### src/rtl/resta_pf_seq.sv
// Multi-cycle IEEE-754 single-precision subtractor (a - b) with 1 bit/cycle align/normalise.
// Define RESTA_PF_RNE_EN for guard/round/sticky tracking and round-to-nearest-even.
module resta_pf_seq #(
  parameter int unsigned EXP_W = 8,
  parameter int unsigned MAN_W = 23
) (
  input  logic                 clk,
  input  logic                 rst_n,
  input  logic                 in_valid,
  output logic                 in_ready,
  input  logic [EXP_W+MAN_W:0] a,
  input  logic [EXP_W+MAN_W:0] b,
  output logic                 out_valid,
  input  logic                 out_ready,
  output logic [EXP_W+MAN_W:0] result,
  output logic                 busy
);

  localparam int unsigned MW  = MAN_W + 1;
`ifdef RESTA_PF_RNE_EN
  localparam int unsigned XB  = 3;
`else
  localparam int unsigned XB  = 0;
`endif
  localparam int unsigned W   = MW + XB;
  localparam int unsigned DW  = $clog2(MAN_W + 4);
  localparam int unsigned TOP = EXP_W + MAN_W;
  localparam logic [EXP_W:0]   ExpMax = {1'b0, {EXP_W{1'b1}}};
  localparam logic [EXP_W-1:0] FarD   = EXP_W'(MAN_W + 4);

  typedef enum logic [2:0] {
    StIdle, StUnpack, StAlign, StSub, StNorm, StRound, StDone
  } state_e;

`ifdef RESTA_PF_RNE_EN
  localparam state_e StAfterNorm = StRound;
`else
  localparam state_e StAfterNorm = StDone;
`endif

  state_e state_q, state_d;

  logic [TOP:0]   a_q, a_d, b_q, b_d, result_q, result_d;
  logic           sign_x_q, sign_x_d, sign_y_q, sign_y_d;
  logic [EXP_W:0] exp_q, exp_d;
  logic [W-1:0]   man_x_q, man_x_d, man_y_q, man_y_d;
  logic [W:0]     sum_q, sum_d;
  logic [DW-1:0]  d_q, d_d;

  // Operand unpack and magnitude ordering
  logic [EXP_W-1:0] a_e, b_e, x_e, y_e, diff;
  logic [MW-1:0]    a_m, b_m, x_m, y_m;
  logic             a_s, b_s, x_s, y_s, swap, far;

  always_comb begin
    a_e  = a_q[TOP-1:MAN_W];
    b_e  = b_q[TOP-1:MAN_W];
    a_m  = (a_e == '0) ? '0 : {1'b1, a_q[MAN_W-1:0]};
    b_m  = (b_e == '0) ? '0 : {1'b1, b_q[MAN_W-1:0]};
    a_s  = a_q[TOP];
    b_s  = ~b_q[TOP];
    swap = {b_e, b_m} > {a_e, a_m};
    {x_s, x_e, x_m} = swap ? {b_s, b_e, b_m} : {a_s, a_e, a_m};
    {y_s, y_e, y_m} = swap ? {a_s, a_e, a_m} : {b_s, b_e, b_m};
    diff = x_e - y_e;
    far  = diff >= FarD;
  end

  // Shifters; with rounding enabled bit 0 is a sticky bit that absorbs anything shifted past it
  logic [W-1:0] y_far, y_shift;
  logic [W:0]   carry_shift;
  logic         round_up;

  always_comb begin
`ifdef RESTA_PF_RNE_EN
    y_far       = W'(|y_m);
    y_shift     = {1'b0, man_y_q[W-1:2], |man_y_q[1:0]};
    carry_shift = {1'b0, sum_q[W:2], |sum_q[1:0]};
    round_up    = sum_q[2] & (sum_q[1] | sum_q[0] | sum_q[3]);
`else
    y_far       = '0;
    y_shift     = man_y_q >> 1;
    carry_shift = sum_q >> 1;
    round_up    = 1'b0;
`endif
  end

  logic [EXP_W:0] exp_inc, norm_exp, rnd_exp;
  logic [W:0]     norm_man;
  logic [MW:0]    rnd_man;
  logic           sum_zero, ovf, rnd_ovf;
  logic [TOP:0]   norm_pack, rnd_pack, inf_word, zero_word;

  always_comb begin
    exp_inc   = exp_q + (EXP_W + 1)'(1);
    ovf       = exp_inc >= ExpMax;
    sum_zero  = sum_q == '0;
    norm_man  = sum_q[W] ? carry_shift : sum_q;
    norm_exp  = sum_q[W] ? exp_inc : exp_q;
    norm_pack = {sign_x_q, norm_exp[EXP_W-1:0], norm_man[W-2:XB]};
    rnd_man   = {1'b0, sum_q[W-1:XB]} + (MW + 1)'(round_up);
    rnd_exp   = exp_q + {{EXP_W{1'b0}}, rnd_man[MW]};
    rnd_ovf   = rnd_exp >= ExpMax;
    inf_word  = {sign_x_q, {EXP_W{1'b1}}, {MAN_W{1'b0}}};
    zero_word = {sign_x_q, {TOP{1'b0}}};
    rnd_pack  = rnd_ovf ? inf_word : {sign_x_q, rnd_exp[EXP_W-1:0], rnd_man[MAN_W-1:0]};
  end

  logic unused_bits;
`ifdef RESTA_PF_RNE_EN
  assign unused_bits = ^{norm_man[W:W-1], norm_man[XB-1:0], rnd_man[MAN_W]};
`else
  assign unused_bits = ^{norm_man[W:W-1], rnd_man[MAN_W]};
`endif

  // FSM: state register
  always_ff @(posedge clk or negedge rst_n) begin
    if (!rst_n) state_q <= StIdle;
    else        state_q <= state_d;
  end

  // FSM: next state
  always_comb begin
    state_d = state_q;
    unique case (state_q)
      StIdle:   if (in_valid) state_d = StUnpack;
      StUnpack: state_d = (far || diff == '0) ? StSub : StAlign;
      StAlign:  if (d_q == DW'(1)) state_d = StSub;
      StSub:    state_d = StNorm;
      StNorm: begin
        if (sum_zero)              state_d = StDone;
        else if (sum_q[W])         state_d = ovf ? StDone : StAfterNorm;
        else if (sum_q[W-1])       state_d = StAfterNorm;
        else if (exp_q <= (EXP_W + 1)'(1)) state_d = StDone;
      end
      StRound:  state_d = StDone;
      StDone:   if (out_ready) state_d = StIdle;
      default:  state_d = StIdle;
    endcase
  end

  // FSM: outputs
  always_comb begin
    in_ready  = state_q == StIdle;
    busy      = state_q != StIdle;
    out_valid = state_q == StDone;
    result    = result_q;
  end

  // Datapath next state
  always_comb begin
    a_d      = a_q;
    b_d      = b_q;
    sign_x_d = sign_x_q;
    sign_y_d = sign_y_q;
    exp_d    = exp_q;
    man_x_d  = man_x_q;
    man_y_d  = man_y_q;
    sum_d    = sum_q;
    d_d      = d_q;
    result_d = result_q;
    unique case (state_q)
      StIdle: if (in_valid) begin
        a_d = a;
        b_d = b;
      end
      StUnpack: begin
        sign_x_d = x_s;
        sign_y_d = y_s;
        exp_d    = {1'b0, x_e};
        man_x_d  = W'(x_m) << XB;
        man_y_d  = far ? y_far : (W'(y_m) << XB);
        d_d      = far ? '0 : diff[DW-1:0];
      end
      StAlign: begin
        man_y_d = y_shift;
        d_d     = d_q - DW'(1);
      end
      StSub: begin
        sum_d = (sign_x_q == sign_y_q) ? {1'b0, man_x_q} + {1'b0, man_y_q}
                                       : {1'b0, man_x_q} - {1'b0, man_y_q};
      end
      StNorm: begin
        if (sum_zero) begin
          result_d = '0;
        end else if (sum_q[W]) begin
          sum_d    = carry_shift;
          exp_d    = exp_inc;
          result_d = ovf ? inf_word : norm_pack;
        end else if (sum_q[W-1]) begin
          result_d = norm_pack;
        end else if (exp_q <= (EXP_W + 1)'(1)) begin
          result_d = zero_word;
        end else begin
          sum_d = sum_q << 1;
          exp_d = exp_q - (EXP_W + 1)'(1);
        end
      end
      StRound:  result_d = rnd_pack;
      default: ;
    endcase
  end

  always_ff @(posedge clk or negedge rst_n) begin
    if (!rst_n) begin
      a_q      <= '0;
      b_q      <= '0;
      sign_x_q <= 1'b0;
      sign_y_q <= 1'b0;
      exp_q    <= '0;
      man_x_q  <= '0;
      man_y_q  <= '0;
      sum_q    <= '0;
      d_q      <= '0;
      result_q <= '0;
    end else begin
      a_q      <= a_d;
      b_q      <= b_d;
      sign_x_q <= sign_x_d;
      sign_y_q <= sign_y_d;
      exp_q    <= exp_d;
      man_x_q  <= man_x_d;
      man_y_q  <= man_y_d;
      sum_q    <= sum_d;
      d_q      <= d_d;
      result_q <= result_d;
    end
  end

endmodule

### config.mk
export PLATFORM = sky130hd
export DESIGN_NAME = resta_pf_seq
export DESIGN_NICKNAME = d
export VERILOG_FILES = /design/src/rtl/resta_pf_seq.sv
export SDC_FILE = /design/constraint.sdc
export NUM_CORES = 1
export LEC_CHECK = 0
export BUFFER_PORTS_ARGS = -buffer_cell sky130_fd_sc_hd__buf_2
export CAP_MARGIN = 20
export CORE_UTILIZATION = 50
export CTS_CLUSTER_DIAMETER = 100
export DETAILED_ROUTE_END_ITERATION = 8
export GPL_TIMING_DRIVEN = 0
export PLACE_DENSITY = 0.71
export SYNTH_ARGS = -nofsm -noshare
export SYNTH_HDL_FRONTEND = slang
export SYNTH_SLANG_ARGS = --single-unit
### constraint.sdc
create_clock -name clk -period 5.25 [get_ports clk]
set_input_delay 0.7875 -clock clk [delete_from_list [all_inputs] [get_ports clk]]
set_output_delay 0.7875 -clock clk [all_outputs]
set_load 0.05 [all_outputs]
# Word level (Yosys, flattened, before mapping)
# Index checks and enable logic that the tools add are counted.
word_totals:
  regBits: 188
  out_inout_bits: 35
op_classes:
  add_sub_neg: 6
  order_cmp: 5
  n_eq_ne: 15
  n_mux: 37
  bitwise: 1
  reduce_logical: 17
op_table:
  columns: ["cell", "count"]
  rows:
  - ["24-bit two-way mux", 6]
  - ["32-bit two-way mux", 4]
  - ["33-bit two-way mux", 2]
  - ["32-bit one-hot mux with 2 select lines", 1]
  - ["31-bit two-way mux", 2]
  - ["25-bit two-way mux", 2]
  - ["25-bit one-hot mux with 2 select lines", 1]
  - ["24-bit one-hot mux with 2 select lines", 1]
  - ["9-bit two-way mux", 4]
  - ["32-bit greater-than comparator", 1]
  - ["24-bit by 24-bit adder with 25-bit output", 1]
  - ["25-bit zero test", 1]
  - ["24-bit by 24-bit subtractor with 25-bit output", 1]
  - ["8-bit zero test", 3]
  - ["23-bit two-way mux", 1]
  - ["3-bit two-way mux", 7]
  - ["3-bit one-hot mux with 7 select lines", 1]
  - ["9-bit by 8-bit greater-or-equal comparator with 1-bit output, second input constant", 2]
  - ["9-bit one-hot mux with 2 select lines", 1]
  - ["4-bit AND reduction", 3]
  - ["5-bit one-hot mux with 2 select lines", 1]
  - ["9-bit by 1-bit adder with 9-bit output, second input constant", 1]
  - ["3-bit equality test, second input constant", 3]
  - ["9-bit by 1-bit less-or-equal comparator with 1-bit output, second input constant", 1]
  - ["21 further kinds", 30]

# Logic depth before layout (Yosys ltp)
depth:
  depth_word: 9
  mapped_depth: 24
  ltp_nobuf: 18

# Worst setup path after synthesis
# OpenSTA, ideal clock, no wires.
synth_timing:
  kind: "register to register"
  from: "reg b_q[23]"
  to: "reg man_y_q[10]"
  setup_time_ps: 74
  arrival_time_ps: 4882
  required_ps: 5176
  slack_ps: 294
  stages_incl_launch_ff: 25
  n_path_buf: 6
  synth_period_minus_slack_ps: 4956
  cell_sequence: "dfrtp_1 > nor4_1 > nand2_1 > clkbuf_1 > and2_1 > ha_1 > a21oi_1 > o21ai_0 > a221o_1 > o31a_2 > or2_1 > buf_6 > clkbuf_1 > clkbuf_1 > mux2i_1 > ha_1 > inv_1 > o221ai_1 > a21oi_1 > xor2_1 > o21ai_1 > or3_1 > buf_6 > buf_6 > o21ai_2"
synth_via:
  elab_chain_len: 8
  elab_cells_between_ends: 9
  classes_between: "1 x add/sub; 2 x order compare; 5 x mux; 1 x reduce/logical"
synth_lines:
  columns: ["item", "line", "source"]
  rows:
  - ["from (decl)", "43", "logic [TOP:0] a_q, a_d, b_q, b_d, result_q, result_d;"]
  - ["from (signal assigned)", "207", "b_q <= '0;"]
  - ["from (signal assigned)", "218", "b_q <= b_d;"]
  - ["8-bit zero test", "59", "b_m = (b_e == '0) ? '0 : {1'b1, b_q[MAN_W-1:0]};"]
  - ["24-bit two-way mux", "59", null]
  - ["32-bit greater-than comparator", "62", "swap = {b_e, b_m} > {a_e, a_m};"]
  - ["33-bit two-way mux (on tied branches)", "63, 64", null]
  - ["8-bit subtractor", "65", "diff = x_e - y_e;"]
  - ["8-bit by 5-bit greater-or-equal comparator with 1-bit output", "66", "far = diff >= FarD;"]
  - ["24-bit two-way mux (*)", "172", "man_y_d = far ? y_far : (W'(y_m) << XB);"]
  - ["24-bit one-hot mux with 2 select lines (*)", "162", "unique case (state_q)"]
  - ["to (signal assigned)", "223", "man_y_q <= man_y_d;"]
  - ["to (decl)", "46", "logic [W-1:0] man_x_q, man_x_d, man_y_q, man_y_d;"]
# Every way passes the cells marked *; elsewhere a longest branch is shown, timed or not.
# A chain may end at the register's enable or synchronous reset.

# Worst setup path in the final report
layout_timing:
  from: "reg b_q[23]"
  to: "reg man_y_q[9]"
# The elaborated chain is that of the path after synthesis.

==> results.py <==
metrics = {
    "detailed_routing": {
        "wl_per_cell_microns": 17.3,
        "wirelength_microns": 32700,
        "firstDrtPassIters": 6,
        "antenna_left": 0,
        "drtIter0Drc": 932,
        "vias_per_cell": 5.89,
        "vias": 11146,
        "drcViolationCount": 0,
    },
    "sta": {
        "fin_crit_sh_pct": 96.6,
        "fin_skew_ns": 0.0152,
        "slew_headroom_pct": 49.8,
        "finalMaxSlewViolations": 0,
        "finalHoldViolations": 0,
        "whs_ns": 0.276,
        "fin_crit_ns": 5.07,
        "worstMarginPinSlew_ns": 0.750,
        "setup_violations": 0,
        "fmax_mhz": 197,
    },
    "yosys": {
        "ys_ff_latch": 188,
        "ys_warn_count": 0,
        "synth_area_sq_mm": 0.0122,
        "syn_avg_cell_area_sq_um": 8.60,
        "synth_top_family_by_area": "compound AO/OA/AOI/OAI gates",
        "ys.flop_type": "dfrtp_1",
        "synth_fp_nets": 1556,
        "yosys.area_share.simple_pct": 17.5,
        "synth-edff-count": 0,
        "synth_xor_area_share_pct": 3.80,
        "yosysSeqAreaShare_pct": 38.5,
        "synthAdderAreaFrac_pct": 7.03,
        "synth.area.mux_share_pct": 5.47,
        "async_reset_ff_share_pct": 100,
        "synthCells": 1420,
        "yosysTopAreaCellShare_pct": 38.5,
        "synth_most_common_cell": "dfrtp_1",
        "ys_types": 67,
        "synth.top_cells.by_area": "dfrtp_1 39%, ha_1 6.9%, nand2_1 5.2%, o21ai_0 5.1%, mux2_2 5.0%",
        "yosys.area.top_type": "dfrtp_1",
        "synthTopCellsByCount": "188 x dfrtp_1, 168 x nand2_1, 124 x o21ai_0",
        "synth-compound-area-share_pct": 23.3,
    },
    "clock_network": {
        "numCtsBuffers": 17,
        "h-tree-depth": 4,
        "cts_root_buffer": "clkbuf_16",
        "clkTransAtPathRegs_ns": 0.08,
        "clock_sinks": 188,
        "worstSkewPairLatency_ns": 0.45,
        "cts_tree": "done",
        "clock_path_buffers": 2,
        "hold_buffers": 0,
    },
    "critical_path": {
        "path_max_fanout": 19,
        "arrival_ns": 5.45,
        "cp_slowest_cell": "dfrtp_2",
        "crit_required_ns": 5.63,
        "max_stage_delay_ns": 0.44,
        "critical_path.most_common_cell": "buf_6",
        "cp-start-kind": "register",
        "critPathKind": "reg2reg",
        "cp-end-kind": "register",
        "reg2reg_from": "b_q[23]$_DFFE_PN0P_",
        "cp-startpoint": "b_q[23]$_DFFE_PN0P_",
        "reg2reg_setup_slack_ns": 0.18,
        "worstPathCellList": "nor4_4, nand2_2, clkbuf_8, and2_1, ha_1, nand4_1, nor4_4, and2b_2, o31a_4, or2_1, buf_6, buf_12, mux2i_1, ha_1, inv_2, o221ai_4, xor2_2, o21bai_1, o21ai_1, or3_1, buf_6, buf_6, o21ai_2",
    },
    "global_routing": {
        "grt_pass1_vias": 10405,
        "grt_pass1_wl_microns": 53400,
        "grt_usage_pct": 27.2,
        "grt-ovfl-total": 0,
        "grt_max_degree": 123,
        "antenna_found_initial": 0,
    },
    "placement": {
        "dp.final_hpwl_microns": 25100,
        "postPlaceCellArea_sq_mm": 0.0132,
        "gp_congestion": 0.903,
        "portBuffers": 102,
    },
    "outcome": {
        "status": "completed",
    },
    "finish": {
        "final_nets": 1696,
        "area_growth_pct": 15.2,
        "layout-drive-gt1-share_pct": 17.2,
        "design_area_sq_mm": 0.0141,
        "antenna_cells": 0,
    },
    "die": {
        "start_util_pct": 51.6,
        "rows": 56,
        "core_sq_mm": 0.0237,
        "die_w_microns": 158,
        "die_h_microns": 158,
        "die_area_sq_mm": 0.0251,
        "io_pins": 103,
    },
    "worst_hold_path": {
        "holdCritPathClass": "in2async",
    },
    "job": {
        "cap_violations": 0,
    },
}
==> sequential cells by signal (all words and copies together) (netlist names) <==
| signal | cells |
|---|---|
| a_q | 32 |
| state_q | 3 |
| exp_q | 9 |
| d_q | 5 |
| sign_y_q | 1 |
| b_q | 32 |
| man_x_q | 24 |
| man_y_q | 24 |
| sum_q | 25 |
| sign_x_q | 1 |
| result | 32 |
==> cell families after synthesis <==
family                     after synthesis
adders and majority gates               68
and+or+nand+nor                        465
DFF                                    188
muxes                                   60
AOI/OAI and AO/OA                      453
buffers and inverters                  133
xor gates and xnor gates                53
==> repair_timing <==
item,in CTS,in global routing
setup endpoints to repair,30,28
setup buffers,8,11
resized for setup,27,23
pin swaps,7,12
==> layout by cell type, fill, tap and decap left out, types with 44 or more instances in the layout <==
| cell type | instances |
|---|---|
| ha_1 | 65 |
| a21oi_1 | 115 |
| clkbuf_1 | 70 |
| mux2_2 | 54 |
| nand3_1 | 44 |
| o21ai_0 | 123 |
| nor2_1 | 117 |
| nand2_1 | 166 |
| a22oi_1 | 65 |
| dfrtp_1 | 183 |
| buf_2 | 104 |
==> worst max-delay path: cells and delay by family, from the launching register on <==
kind            cells  cell delay, ns
flops               1            0.44
mux                 1            0.13
buf+inv             6            0.87
fa+ha+maj           2            0.52
compound gates      5            0.74
xor+xnor            1            0.21
simple gates        8            2.11
==> layout make-up <==
class                           count  area (sq um)
Timing Repair Buffer              122           694
Tap cell                          319           399
Inverter                           44           165
Fill cell                        2173          9600
Buffer                             88           403
Clock inverter                     14           151
Multi-Input combinational cell   1099          7120
Clock buffer                       18           439
Sequential cell                   188          4710
==> per-stage QoR <==
| step | setup slack, ns | util, % | setup TNS, ns | cells |
|---|---|---|---|---|
| floorplan | 0.294 | - | 0 | 1420 |
| global placement | -1.20 | 55.4 | -33.55 | 1841 |
| detailed placement | -1.29 | 55.6 | -35.98 | 1842 |
| CTS | 0.00283 | 58.7 | 0 | 1882 |
| global route | -0.0155 | 59.4 | -0.0850 | 1892 |
| finish | 0.177 | 59.4 | 0 | 1892 |
==> path summary, 6_finish.rpt <==
kind	to	cells after the start
worst max-delay path	man_y_q[9]$_DFFE_PN0N_	23
worst max register to register	man_y_q[9]$_DFFE_PN0N_	23
min in group clk	result[14]$_DFFE_PN0P_	2
worst min-delay path	result[29]$_DFFE_PN0P_	1
max in group asynchronous	b_q[28]$_DFFE_PN0P_	2
worst min register to register	result[14]$_DFFE_PN0P_	2
==> routing by layer <==
| layer | routed length [microns] | vias up | global-route usage, % |
|---|---|---|---|
| li1 | - | 5443 | - |
| met1 | 15600 | 5294 | 38.8 |
| met2 | 15000 | 372 | 43.3 |
| met3 | 1540 | 37 | 2.89 |
| met4 | 565 | 0 | 8.33 |
| met5 | 0 | - | 0 |
Power is not shown: default switching activity piles up to over one toggle a cycle in this logic, so the estimate is an artifact.
